### src/rtl/mcpu_pkg.sv
// Shared encodings for the multi-cycle MIPS controller: opcodes, funct codes,
// ALU operations, datapath select values, FSM states and the control bundle.
package mcpu_pkg;

    localparam int ALUC_W = 4;
    localparam int OP_W   = 6;

    // Primary opcodes, instr[31:26]
    localparam logic [OP_W-1:0] OP_RTYPE = 6'b000000;
    localparam logic [OP_W-1:0] OP_LW    = 6'b100011;
    localparam logic [OP_W-1:0] OP_SW    = 6'b101011;
    localparam logic [OP_W-1:0] OP_BEQ   = 6'b000100;
    localparam logic [OP_W-1:0] OP_ADDI  = 6'b001000;
    localparam logic [OP_W-1:0] OP_J     = 6'b000010;

    // R-type function codes, instr[5:0]
    localparam logic [OP_W-1:0] FN_ADD = 6'h20;
    localparam logic [OP_W-1:0] FN_SUB = 6'h22;
    localparam logic [OP_W-1:0] FN_AND = 6'h24;
    localparam logic [OP_W-1:0] FN_OR  = 6'h25;
    localparam logic [OP_W-1:0] FN_XOR = 6'h26;
    localparam logic [OP_W-1:0] FN_NOR = 6'h27;
    localparam logic [OP_W-1:0] FN_SLT = 6'h2A;

    typedef enum logic [ALUC_W-1:0] {
        ALU_ADD = 4'b0000,
        ALU_SUB = 4'b0001,
        ALU_AND = 4'b0010,
        ALU_OR  = 4'b0011,
        ALU_XOR = 4'b0100,
        ALU_NOR = 4'b0101,
        ALU_SLT = 4'b0110
    } alu_op_e;

    typedef enum logic [1:0] {
        SRCB_REG     = 2'b00,
        SRCB_FOUR    = 2'b01,
        SRCB_IMM     = 2'b10,
        SRCB_IMM_SH2 = 2'b11
    } srcb_e;

    typedef enum logic [1:0] {
        PCSRC_ALU    = 2'b00,
        PCSRC_ALUOUT = 2'b01,
        PCSRC_JUMP   = 2'b10
    } pcsrc_e;

    // Encodings 12..15 are unused and recover to FETCH.
    typedef enum logic [3:0] {
        FETCH  = 4'd0,
        DECODE = 4'd1,
        MEMADR = 4'd2,
        MEMRD  = 4'd3,
        MEMWB  = 4'd4,
        MEMWR  = 4'd5,
        REXEC  = 4'd6,
        RWB    = 4'd7,
        BRANCH = 4'd8,
        IEXEC  = 4'd9,
        IWB    = 4'd10,
        JUMP   = 4'd11
    } state_e;

    // Everything the state decode produces; all-zero is the idle/reset value.
    typedef struct packed {
        logic    pc_write;
        logic    branch;
        logic    iord;
        logic    mem_write;
        logic    ir_write;
        logic    reg_dst;
        logic    mem_to_reg;
        logic    reg_write;
        logic    alu_src_a;
        srcb_e   alu_src_b;
        pcsrc_e  pc_src;
        alu_op_e alu_control;
    } ctrl_t;

    function automatic logic is_mem_op(input logic [OP_W-1:0] op);
        return (op == OP_LW) || (op == OP_SW);
    endfunction

endpackage

### src/rtl/mcpu_ctrl_fsm_if.sv
// Controller <-> datapath control bundle. The controller is the master: it
// receives instruction fields and the zero flag and drives all selects/enables.
interface mcpu_ctrl_fsm_if;

    logic [mcpu_pkg::OP_W-1:0]   op;
    logic [mcpu_pkg::OP_W-1:0]   funct;
    logic                        zero;

    logic                        pc_en;
    logic                        iord;
    logic                        mem_write;
    logic                        ir_write;
    logic                        reg_dst;
    logic                        mem_to_reg;
    logic                        reg_write;
    logic                        alu_src_a;
    logic [1:0]                  alu_src_b;
    logic [1:0]                  pc_src;
    logic [mcpu_pkg::ALUC_W-1:0] alu_control;
    logic [3:0]                  state_dbg;

    modport master (
        input  op, funct, zero,
        output pc_en, iord, mem_write, ir_write, reg_dst, mem_to_reg,
               reg_write, alu_src_a, alu_src_b, pc_src, alu_control, state_dbg
    );

    modport slave (
        output op, funct, zero,
        input  pc_en, iord, mem_write, ir_write, reg_dst, mem_to_reg,
               reg_write, alu_src_a, alu_src_b, pc_src, alu_control, state_dbg
    );

endinterface

### src/rtl/mcpu_alu_dec.sv
// R-type funct -> ALU operation decoder; valid is low for unsupported funct.
module mcpu_alu_dec
    import mcpu_pkg::*;
(
    input  logic [OP_W-1:0] funct,
    output alu_op_e         alu_op,
    output logic            valid
);

    // NOTE: every output gets a default before the case so no path leaves it
    // unassigned; otherwise synthesis infers a latch to hold the old value.
    always_comb begin
        alu_op = ALU_ADD;
        valid  = 1'b1;
        case (funct)
            FN_ADD:  alu_op = ALU_ADD;
            FN_SUB:  alu_op = ALU_SUB;
            FN_AND:  alu_op = ALU_AND;
            FN_OR:   alu_op = ALU_OR;
            FN_XOR:  alu_op = ALU_XOR;
            FN_NOR:  alu_op = ALU_NOR;
            FN_SLT:  alu_op = ALU_SLT;
            default: valid  = 1'b0;
        endcase
    end

endmodule

### src/rtl/mcpu_ctrl_fsm.sv
// Multi-cycle MIPS main controller: Moore FSM sequencing fetch/decode/execute/
// memory/writeback and driving the datapath selects and enables.
module mcpu_ctrl_fsm
    import mcpu_pkg::*;
(
    input  logic              clk,
    input  logic              rst_n,
    mcpu_ctrl_fsm_if.master   dp
);

    state_e  state;
    state_e  state_nxt;
    ctrl_t   ctrl;
    ctrl_t   ctrl_out;
    alu_op_e rtype_op;
    logic    rtype_ok;

    mcpu_alu_dec u_alu_dec (
        .funct  (dp.funct),
        .alu_op (rtype_op),
        .valid  (rtype_ok)
    );

    // NOTE: sequential state uses non-blocking assignment so every flop samples
    // pre-edge values; blocking here would create order-dependent races.
    always_ff @(posedge clk or negedge rst_n) begin
        if (!rst_n) begin
            state <= FETCH;
        end else begin
            state <= state_nxt;
        end
    end

    always_comb begin
        state_nxt = FETCH;
        ctrl      = '0;
        case (state)
            FETCH: begin
                ctrl.ir_write    = 1'b1;
                ctrl.alu_src_b   = SRCB_FOUR;
                ctrl.alu_control = ALU_ADD;
                ctrl.pc_src      = PCSRC_ALU;
                ctrl.pc_write    = 1'b1;
                state_nxt        = DECODE;
            end
            DECODE: begin
                // Speculative branch target PC + (imm << 2) lands in ALUOut.
                ctrl.alu_src_b   = SRCB_IMM_SH2;
                ctrl.alu_control = ALU_ADD;
                if (is_mem_op(dp.op)) begin
                    state_nxt = MEMADR;
                end else begin
                    case (dp.op)
                        OP_RTYPE: state_nxt = rtype_ok ? REXEC : FETCH;
                        OP_BEQ:   state_nxt = BRANCH;
                        OP_ADDI:  state_nxt = IEXEC;
                        OP_J:     state_nxt = JUMP;
                        default:  state_nxt = FETCH;
                    endcase
                end
            end
            MEMADR: begin
                ctrl.alu_src_a   = 1'b1;
                ctrl.alu_src_b   = SRCB_IMM;
                ctrl.alu_control = ALU_ADD;
                state_nxt        = (dp.op == OP_LW) ? MEMRD : MEMWR;
            end
            MEMRD: begin
                ctrl.iord = 1'b1;
                state_nxt = MEMWB;
            end
            MEMWB: begin
                ctrl.mem_to_reg = 1'b1;
                ctrl.reg_write  = 1'b1;
                state_nxt       = FETCH;
            end
            MEMWR: begin
                ctrl.iord      = 1'b1;
                ctrl.mem_write = 1'b1;
                state_nxt      = FETCH;
            end
            REXEC: begin
                ctrl.alu_src_a   = 1'b1;
                ctrl.alu_src_b   = SRCB_REG;
                ctrl.alu_control = rtype_op;
                state_nxt        = RWB;
            end
            RWB: begin
                ctrl.reg_dst   = 1'b1;
                ctrl.reg_write = 1'b1;
                state_nxt      = FETCH;
            end
            BRANCH: begin
                ctrl.alu_src_a   = 1'b1;
                ctrl.alu_src_b   = SRCB_REG;
                ctrl.alu_control = ALU_SUB;
                ctrl.branch      = 1'b1;
                ctrl.pc_src      = PCSRC_ALUOUT;
                state_nxt        = FETCH;
            end
            IEXEC: begin
                ctrl.alu_src_a   = 1'b1;
                ctrl.alu_src_b   = SRCB_IMM;
                ctrl.alu_control = ALU_ADD;
                state_nxt        = IWB;
            end
            IWB: begin
                ctrl.reg_write = 1'b1;
                state_nxt      = FETCH;
            end
            JUMP: begin
                ctrl.pc_src   = PCSRC_JUMP;
                ctrl.pc_write = 1'b1;
                state_nxt     = FETCH;
            end
            default: state_nxt = FETCH;
        endcase
    end

    // The reset state is FETCH, which would otherwise assert pc_en/ir_write;
    // gating with rst_n keeps every enable low for as long as reset is held.
    assign ctrl_out = rst_n ? ctrl : '0;

    assign dp.pc_en       = ctrl_out.pc_write | (ctrl_out.branch & dp.zero);
    assign dp.iord        = ctrl_out.iord;
    assign dp.mem_write   = ctrl_out.mem_write;
    assign dp.ir_write    = ctrl_out.ir_write;
    assign dp.reg_dst     = ctrl_out.reg_dst;
    assign dp.mem_to_reg  = ctrl_out.mem_to_reg;
    assign dp.reg_write   = ctrl_out.reg_write;
    assign dp.alu_src_a   = ctrl_out.alu_src_a;
    assign dp.alu_src_b   = ctrl_out.alu_src_b;
    assign dp.pc_src      = ctrl_out.pc_src;
    assign dp.alu_control = ctrl_out.alu_control;
    assign dp.state_dbg   = state;

endmodule

### src/flat_wrapper.sv
// flat-port wrapper written by rule: the top's interface ports become plain ports
module mcpu_ctrl_fsm_flat import mcpu_pkg::*;
  (clk, rst_n, dp_op, dp_funct, dp_zero, dp_pc_en, dp_iord, dp_mem_write, dp_ir_write, dp_reg_dst, dp_mem_to_reg, dp_reg_write, dp_alu_src_a, dp_alu_src_b, dp_pc_src, dp_alu_control, dp_state_dbg);
  mcpu_ctrl_fsm_if dp_i ();
  input  logic clk;
  input  logic rst_n;
  input wire logic [$bits(dp_i.op)-1:0] dp_op;
  input wire logic [$bits(dp_i.funct)-1:0] dp_funct;
  input wire logic [$bits(dp_i.zero)-1:0] dp_zero;
  output wire logic [$bits(dp_i.pc_en)-1:0] dp_pc_en;
  output wire logic [$bits(dp_i.iord)-1:0] dp_iord;
  output wire logic [$bits(dp_i.mem_write)-1:0] dp_mem_write;
  output wire logic [$bits(dp_i.ir_write)-1:0] dp_ir_write;
  output wire logic [$bits(dp_i.reg_dst)-1:0] dp_reg_dst;
  output wire logic [$bits(dp_i.mem_to_reg)-1:0] dp_mem_to_reg;
  output wire logic [$bits(dp_i.reg_write)-1:0] dp_reg_write;
  output wire logic [$bits(dp_i.alu_src_a)-1:0] dp_alu_src_a;
  output wire logic [$bits(dp_i.alu_src_b)-1:0] dp_alu_src_b;
  output wire logic [$bits(dp_i.pc_src)-1:0] dp_pc_src;
  output wire logic [$bits(dp_i.alu_control)-1:0] dp_alu_control;
  output wire logic [$bits(dp_i.state_dbg)-1:0] dp_state_dbg;
  assign dp_i.op = dp_op;
  assign dp_i.funct = dp_funct;
  assign dp_i.zero = dp_zero;
  assign dp_pc_en = dp_i.pc_en;
  assign dp_iord = dp_i.iord;
  assign dp_mem_write = dp_i.mem_write;
  assign dp_ir_write = dp_i.ir_write;
  assign dp_reg_dst = dp_i.reg_dst;
  assign dp_mem_to_reg = dp_i.mem_to_reg;
  assign dp_reg_write = dp_i.reg_write;
  assign dp_alu_src_a = dp_i.alu_src_a;
  assign dp_alu_src_b = dp_i.alu_src_b;
  assign dp_pc_src = dp_i.pc_src;
  assign dp_alu_control = dp_i.alu_control;
  assign dp_state_dbg = dp_i.state_dbg;
  mcpu_ctrl_fsm u_core (.clk(clk), .rst_n(rst_n), .dp(dp_i));
endmodule
### config.mk
export PLATFORM = sky130hd
export DESIGN_NAME = mcpu_ctrl_fsm_flat
export DESIGN_NICKNAME = d
export VERILOG_FILES = /design/src/rtl/mcpu_pkg.sv /design/src/rtl/mcpu_ctrl_fsm_if.sv /design/src/rtl/mcpu_alu_dec.sv /design/src/rtl/mcpu_ctrl_fsm.sv /design/src/flat_wrapper.sv
export SDC_FILE = /design/constraint.sdc
export NUM_CORES = 1
export LEC_CHECK = 0
export BUFFER_PORTS_ARGS = -buffer_cell sky130_fd_sc_hd__buf_2
export CORE_AREA = 2 2 39 41
export CTS_CLUSTER_DIAMETER = 150
export CTS_CLUSTER_SIZE = 20
export DETAILED_ROUTE_END_ITERATION = 8
export DIE_AREA = 0 0 41 43
export PLACE_DENSITY = 0.86
export SYNTH_ARGS = -nofsm -noshare
export SYNTH_HDL_FRONTEND = slang
export SYNTH_HIERARCHICAL = 1
export SYNTH_SLANG_ARGS = --single-unit
### constraint.sdc
create_clock -name clk -period 2.4 [get_ports clk]
set_clock_uncertainty 0.05 [all_clocks]
set_input_delay 0.6 -clock clk [delete_from_list [all_inputs] [get_ports clk]]
set_output_delay 0.6 -clock clk [all_outputs]
set_load 0.05 [all_outputs]
==> Yosys cells after proc, flatten, opt, wreduce, memory -nomap -nowiden <==
Cells that the tools add are included.
{ "word_totals": {"output_inout_bits": 20, "wordCells": 55, "regBits": 4, "input_bits": 15} }
{ "classes": {"bitwise_logic": 2, "mux": 20, "reduce_logical": 9, "n_eq_ne": 23} }
{ "op_table": {"columns": ["cell", "count"], "rows": [
  ["$eq A6 B6 Y1 const B", 9],
  ["$pmux W4 S6", 1],
  ["$pmux W3 S6", 1],
  ["$mux W17", 1],
  ["$eq A4 B3 Y1 const B", 4],
  ["$eq A4 B4 Y1 const B", 4],
  ["$pmux W4 S4", 1],
  ["$mux W1", 10],
  ["$eq A4 B2 Y1 const B", 2],
  ["$reduce_or A7 Y1", 1],
  ["$eq A6 B2 Y1 const B", 1],
  ["$eq A6 B3 Y1 const B", 1],
  ["$eq A6 B4 Y1 const B", 1],
  ["$logic_not A6 Y1", 1],
  ["$mux W3", 2],
  ["$pmux W2 S3", 1],
  ["$pmux W3 S2", 1],
  ["$reduce_or A2 Y1", 3],
  ["$eq A4 B1 Y1 const B", 1],
  ["$logic_not A4 Y1", 1],
  ["$mux W4", 1],
  ["$pmux W2 S2", 1],
  ["$reduce_or A4 Y1", 1],
  ["$reduce_or A3 Y1", 1],
  ["3 further kinds", 3]
]} }

==> Logic depth before layout (Yosys ltp) <==
Gate-level depths: netlist of run 1.
{ "logic_depth": {"word_depth": 7, "depth_mapped": 5} }

==> By module <==
Netlist of run 1, hierarchy kept.
{ "by_module_without_submodules": {"columns": ["module", "instances", "cells_per_inst", "seq_area_each_um2", "area_each_um2"], "rows": [
  ["mcpu_ctrl_fsm", 1, 63, 100.1, 464.2],
  ["mcpu_alu_dec", 1, 16, 0.0, 113.9]
]} }

==> Worst setup path before layout of run 1 <==
No wires, ideal clock.
{ "synth_path": {"path_kind": "flip-flop to output port", "start": "register u_core.state[2] (netlist: u_core/dp.state_dbg[2])", "end": "output port dp_alu_src_b[0]", "path_stages_with_launch": 3, "arrival_ns": 2.518, "t_required_ns": 1.750, "slack_ns": -0.768, "cell_sequence": "dfrtp_1 -> buf_2 -> nor4b_1"} }
{ "synth_between": {"elab_chain_cells": 4} }
{ "synth_lines": {"columns": ["item", "line_no", "text"], "rows": [
  ["start: declaration", "mcpu_ctrl_fsm.sv:11", "state_e state;"],
  ["start signal: assignment", "mcpu_ctrl_fsm.sv:30", "state <= state_nxt;"],
  ["$eq A4 B2 Y1 / $eq A4 B4 Y1 (equally long branches)", "mcpu_ctrl_fsm.sv:37", "case (state)"],
  ["$reduce_or A2 Y1 (no line)", null, null],
  ["$pmux W2 S3 *", "mcpu_ctrl_fsm.sv:37", null],
  ["$mux W17 *", "mcpu_ctrl_fsm.sv:122", "assign ctrl_out = rst_n ? ctrl : '0;"],
  ["end: declaration", "flat_wrapper.sv:18", "output wire logic [$bits(dp_i.alu_src_b)-1:0] dp_alu_src_b;"]
]} }
Every way passes the cells marked *; elsewhere a longest branch is shown, timed or not.

==> Worst setup path in the final report of run 1 <==
{ "layout_path": {"start": "input port dp_funct[0]", "end": "output port dp_alu_control[0]"} }
{ "layout_between": {"elab_chain_cells": 4} }
{ "layout_lines": {"columns": ["item", "line_no", "text"], "rows": [
  ["start: declaration", "flat_wrapper.sv:8", "input wire logic [$bits(dp_i.funct)-1:0] dp_funct;"],
  ["$eq A6 B6 Y1", "mcpu_alu_dec.sv:15", "case (funct)"],
  ["$pmux W3 S6 *", "mcpu_alu_dec.sv:15", null],
  ["net u_core.rtype_op[0]", "mcpu_ctrl_fsm.sv:15", "alu_op_e rtype_op;"],
  ["$pmux W3 S2 *", "mcpu_ctrl_fsm.sv:37", null],
  ["$mux W17 *", "mcpu_ctrl_fsm.sv:122", null],
  ["end: declaration", "flat_wrapper.sv:20", "output wire logic [$bits(dp_i.alu_control)-1:0] dp_alu_control;"]
]} }
The timed path passes the listed nets; every way through them passes the cells marked *.

==> reports/metrics.yaml, run 1 <==
synth:
  postSynthAreaPerCell_um2: 7.32
  synth_top_area_cell: "dfrtp_1"
  synth_ff_type: "dfrtp_1"
  synthArstFlopShare_pct: 100
  synth-edff-count: 0
  yosys.area.top_type_share_pct: 17.3
  ys_ff_latch: 4
  syn_nets: 94
  synthDistinctLibCells: 41
  synth.area.top_cells: "dfrtp_1 (17%), nand2b_1 (6.5%), nor2_1 (5.8%)"
  synth.cell_area_um2: 578
  yosysWarningCount: 6
  syn_inst: 79
  ys_seq_area_share_pct: 17.3
setup_path:
  crit_required_ns: 1.75
  r2r_cells: 5
  slowest_stage: "or3b_1"
  critPathLaunchType: "primary input"
  crit_chain: "buf_2 -> or3b_1 -> a211oi_2 -> a21o_2 -> clkbuf_4"
  cp.arrival_ns: 1.69
  r2r_slack_ns: 0.97
  cp_top_family: "simple AND/OR/NAND/NOR gates"
  rr_startpoint: "u_core/dp.state_dbg[1]"
  worst-path-buf-inv: 2
  r2r_end: "u_core/dp.state_dbg[3]"
  startpoint: "dp_funct[0]"
  crit_end: "dp_alu_control[0]"
  crit_fanout: 5
  worst-path-stages: 5
  critPathKind: "in -> out"
  cpPeakStageDelay_ns: 0.39
  cp-end-kind: "output pin"
routing:
  drt-total-wl_um: 1570
  detail_route.iter0.violations: 16
  viasPerCell: 5.47
  wire_per_inst_um: 11.9
  drc: 0
  num_vias: 722
  antenna_left: 0
  firstDrtPassIters: 4
global_routing:
  grt_pass1_wl_um: 2510
  grt_max_degree: 12
  grt_antenna_before_repair: 0
  grt_usage_pct: 19.9
  grtUsageMet3_pct: 3.14
  busiest_layer: "met2"
  gr-total-overflow: 0
  grtUsageMet1_pct: 26.0
  gr-usage-met2_pct: 32.5
  grt_pass1_vias: 630
cells_and_area:
  fin_util_pct: 61.2
  antenna_cells: 0
  multi_input_area_um2: 477
  fill_cells: 141
  final_cells: 132
  final_nets: 132
  largest_reg_flops: 4
  final_cell_mix: "buf_2 (30), nor2_1 (8), buf_4 (7), nand2b_1 (6)"
  area_delta_synth_final_pct: 46.5
  register_area_um2: 103
  mostFrequentLayoutCell: "buf_2"
  final_area_um2: 847
  drive_gt1_share_pct: 47.4
sta:
  slew_viol_final: 0
  finalWorstSetupSlack_ns: 0.0570
  hold_viol_final: 0
  worst_hold_slack_ns: 0.215
  period_needed_ns: 2.34
  finalCritPeriodShare_pct: 97.6
  setup-violations-final: 0
  fmax_mhz: 427
  grt_setup_unrepaired: "no"
clock_network:
  cts.clk_slew.worst_paths_ns: 0.04
  cts_root_buf: "clkbuf_4"
  cts_inserted_buffers: 3
  insertion_delay_ns: 0.24
  cts_buffer_depth: 2
  cts_tree: "built"
  cts-hold-fix-buffers: 0
  clkSinkCount: 4
  h-tree-depth: 1
status:
  status: "finished, final reports clean"
die:
  ios: 35
  initial_utilization_pct: 41.8
  die_h_um: 43
  core_area_um2: 1380
  dieWidth_um: 41
  dieArea_um2: 1760
  rows: 14
job:
  maxCapViolations: 0
pwr:
  powerDensity_nw_per_um2: 714
  power.leakage_nw: 0.408
  ir_worst_vdd_uv: 394
place:
  dp_hpwl_um: 1240
  place_congestion: 0.883
  preCtsSetupSlack_ns: 0.0151
  dp_cells: 127
  dpl-instance-area_um2: 801
  port_buffers: 33
min_path:
  hp-class: "in -> async"
what timing repair did:
action,in CTS,in global routing
gates resized for setup,1,4
gates cloned,0,0
setup buffers,0,1
hold endpoints to repair,0,0
endpoints found under the setup margin,1,3
power by group:
group / total, mW / switching, mW / internal, mW / leakage, nW
clock: 0.0941 / 0.0315 / 0.0626 / 0.0150
combinational: 0.404 / 0.271 / 0.132 / 0.342
sequential: 0.107 / 0.0229 / 0.0843 / 0.0506
total: 0.605 / 0.326 / 0.279 / 0.408
synth_stat cells, drive strengths merged (2+ instances only):
cell / number
nand2: 4
nand2b: 6
nand3b: 2
a21oi: 2
buf: 4
nand4: 2
a211oi: 2
dfrtp: 4
o21ai: 2
nand3: 4
or3b: 4
nor2b: 2
nor2: 10
and2: 4
nor3: 5
inv: 3
metal layers:
metal  vias to the layer above  wire (um)
met5                         -          0
met4                         0          0
met3                         0        100
met2                        34        826
met1                       328        639
li1                        360          -
worst min-delay path by stage:
| stage | startpoint | endpoint |
|---|---|---|
| 2_1_floorplan | rst_n | u_core/dp.state_dbg[0] |
| 3_3_place_gp | rst_n | u_core/dp.state_dbg[2] |
| 3_5_place_dp | rst_n | u_core/dp.state_dbg[3] |
| 4_1_cts | rst_n | u_core/dp.state_dbg[1] |
| 5_1_grt | rst_n | u_core/dp.state_dbg[0] |
| 6_report | rst_n | u_core/dp.state_dbg[1] |
through the flow:
stage / TNS (ns) / total power [mW]
2_1_floorplan: -0.275 / 0.425
3_3_place_gp: 0 / 0.486
3_5_place_dp: 0 / 0.492
4_1_cts: 0 / 0.597
5_1_grt: 0 / 0.645
6_report: 0 / 0.605
kinds of logic after synthesis:
kind of cell           count (synthesis)  synth area share (%)
AO/OA/AOI/OAI                         15                  19.5
XOR/XNOR                               2                  3.03
buffers and inverters                  8                  7.58
flip-flops                             4                  17.3
other                                  1                 0.649
AND/OR/NAND/NOR                       49                  51.9
area by class of cell:
cell class / count / area share, %
Timing Repair Buffer: 38 / 24.8
Tap cell: 16 / 2.36
Inverter: 3 / 1.33
Clock buffer: 4 / 3.10
Sequential cell: 4 / 12.1
Multi-Input combinational cell: 67 / 56.3
Power figures use the tool's default switching activity.
==> run 2, diff against run 1 <==
- PLACE_DENSITY: 0.86 -> 0.83
- SLEW_MARGIN: unset -> 40
==> run 2 against run 1 <==
  * Register-to-register slack better by 0.07 ns
  * Largest power group unchanged
  * Highest routed layer unchanged
  * Non-clock buffer count up 1
  * Sequential power down 7%
==> reports/metrics.yaml, run 2 (synthesis gave the netlist of run 1 again) <==
setup_path:
  r2r_end: "u_core/dp.state_dbg[3]"  # unchanged
  critPathLaunchType: "flip-flop"  # was primary input
  critPathKind: "reg -> out"  # was in -> out
  cp-end-kind: "output pin"  # unchanged
  startpoint: "u_core/dp.state_dbg[1]"  # was dp_funct[0]
  crit_fanout: 10  # was 5
  crit_required_ns: 1.75  # about the same
  r2r_cells: 4  # was 5
  cp_top_family: "simple AND/OR/NAND/NOR gates"  # unchanged
  cpPeakStageDelay_ns: 0.47  # was 0.39 ns
  r2r_slack_ns: 1.04  # was 0.97 ns
  worst-path-stages: 4  # was 5
  cp.arrival_ns: 1.69  # about the same
  crit_chain: "or3b_4 -> nor3_4 -> a211o_4 -> clkbuf_4"  # was buf_2 -> or3b_1 -> a211oi_2 -> a21o_2 -> clkbuf_4
  rr_startpoint: "u_core/dp.state_dbg[1]"  # unchanged
  crit_end: "dp_pc_en"  # was dp_alu_control[0]
  worst-path-buf-inv: 1  # was 2
  slowest_stage: "dfrtp_2"  # was or3b_1
die:
  dieArea_um2: 1760  # unchanged
  dieWidth_um: 41  # unchanged
  die_h_um: 43  # unchanged
  rows: 14  # unchanged
  initial_utilization_pct: 41.8  # unchanged
  core_area_um2: 1380  # unchanged
  ios: 35  # unchanged
routing:
  wl_met2_um: 847  # was 826 um
  num_vias: 708  # was 722
  wl_met1_um: 636  # was 639 um
  top_layer: "met3"  # unchanged
  firstDrtPassIters: 4  # unchanged
  met3_length_um: 92  # was 100 um
  viasPerCell: 5.32  # was 5.47
  drc: 0  # unchanged
  wire_per_inst_um: 11.8  # was 11.9 um
  detail_route.iter0.violations: 19  # was 16
  drt-total-wl_um: 1580  # was 1570 um
  antenna_left: 0  # unchanged
clock_network:
  cts.clk_slew.worst_paths_ns: 0.04  # about the same
  h-tree-depth: 1  # unchanged
  cts-hold-fix-buffers: 0  # unchanged
  cts_tree: "built"  # unchanged
  clkSinkCount: 4  # unchanged
  cts_root_buf: "clkbuf_4"  # unchanged
  insertion_delay_ns: 0.24  # about the same
  cts_inserted_buffers: 3  # unchanged
  cts_buffer_depth: 2  # unchanged
sta:
  period_needed_ns: 2.34  # about the same
  grt_setup_unrepaired: "no"  # unchanged
  finalCritPeriodShare_pct: 97.7  # was 97.6%
  hold_viol_final: 0  # unchanged
  setup-violations-final: 0  # unchanged
  fmax_mhz: 426  # was 427 MHz
  finalWorstSetupSlack_ns: 0.0552  # was 0.0570 ns
  slew_viol_final: 0  # unchanged
cells_and_area:
  drive_gt1_share_pct: 47.0  # was 47.4%
  final_cells: 133  # was 132
  final_cell_mix: "buf_2 (31), nor2_1 (8), buf_4 (7), nand2b_1 (6)"  # was buf_2 (30), nor2_1 (8), buf_4 (7), nand2b_1 (6)
  mostFrequentLayoutCell: "buf_2"  # unchanged
  fin_util_pct: 61.2  # unchanged
  final_nets: 133  # was 132
  largest_reg_flops: 4  # unchanged
  final_area_um2: 847  # unchanged
  antenna_cells: 0  # unchanged
  area_delta_synth_final_pct: 46.5  # unchanged
place:
  dpl-instance-area_um2: 816  # was 801 um2
  port_buffers: 33  # unchanged
  place_congestion: 0.851  # was 0.883
  preCtsSetupSlack_ns: 0.0539  # was 0.0151 ns
  dp_cells: 129  # was 127
  dp_hpwl_um: 1230  # was 1240 um
pwr:
  power.leakage_nw: 0.412  # was 0.408 nW
  powerDensity_nw_per_um2: 706  # was 714 nW/um2
  ir_worst_vdd_uv: 342  # was 394 uV
global_routing:
  gr-total-overflow: 0  # unchanged
  grt_max_degree: 13  # was 12
  grt_usage_pct: 18.5  # was 19.9%
  grt_pass1_vias: 558  # was 630
  grt_antenna_before_repair: 0  # unchanged
  grt_pass1_wl_um: 2240  # was 2510 um
job:
  maxCapViolations: 0  # unchanged
status:
  status: "finished, final reports clean"  # unchanged
min_path:
  hp-class: "in -> async"  # unchanged
## run 2: changes by cell type in the layout (fill, tap and decap cells not counted)
| cell | delta |
|---|---|
| a211oi_1 | +1 |
| a211oi_2 | -1 |
| buf_2 | +1 |
## run 2: per-layer routing
layer	GRT usage, %	up-vias
met5	0	-
met4	8.00	0
met3	1.57	0
met2	31.6	29
met1	21.9	319
li1	-	360
## run 2: report_power, final
group | switching [mW] | leakage (nW) | internal [mW]
Combinational | 0.275 | 0.346 | 0.131
Sequential | 0.0155 | 0.0506 | 0.0840
Clock | 0.0298 | 0.0150 | 0.0625
## run 2: layout make-up
class	instances	area, um2
sequential	4	103
tap	16	20.0
inverter	3	11.3
clock buffer	4	26.3
timing repair buffer	39	215
fill	133	537
multi-input combinational	67	472
## run 2: worst min path at each step
stage           from                      to  slack (ns)
6_report       rst_n  u_core/dp.state_dbg[1]        0.21
5_1_grt        rst_n  u_core/dp.state_dbg[0]        0.23
4_1_cts        rst_n  u_core/dp.state_dbg[1]        0.21
3_5_place_dp   rst_n  u_core/dp.state_dbg[1]        0.47
3_3_place_gp   rst_n  u_core/dp.state_dbg[1]        0.47
2_1_floorplan  rst_n  u_core/dp.state_dbg[0]        0.25
## run 2: timing repair
action                     in CTS  in global routing
setup buffers                   0                  0
setup endpoints to repair       0                  2
resized for setup               0                  3
## run 2: per-stage QoR
stage | hold slack (ns) | total power, mW | setup TNS [ns]
6_report | 0.213 | 0.598 | 0
2_1_floorplan | 0.254 | 0.425 | -0.275
5_1_grt | 0.227 | 0.631 | 0
3_3_place_gp | 0.466 | 0.498 | 0
3_5_place_dp | 0.469 | 0.503 | 0
4_1_cts | 0.211 | 0.598 | 0
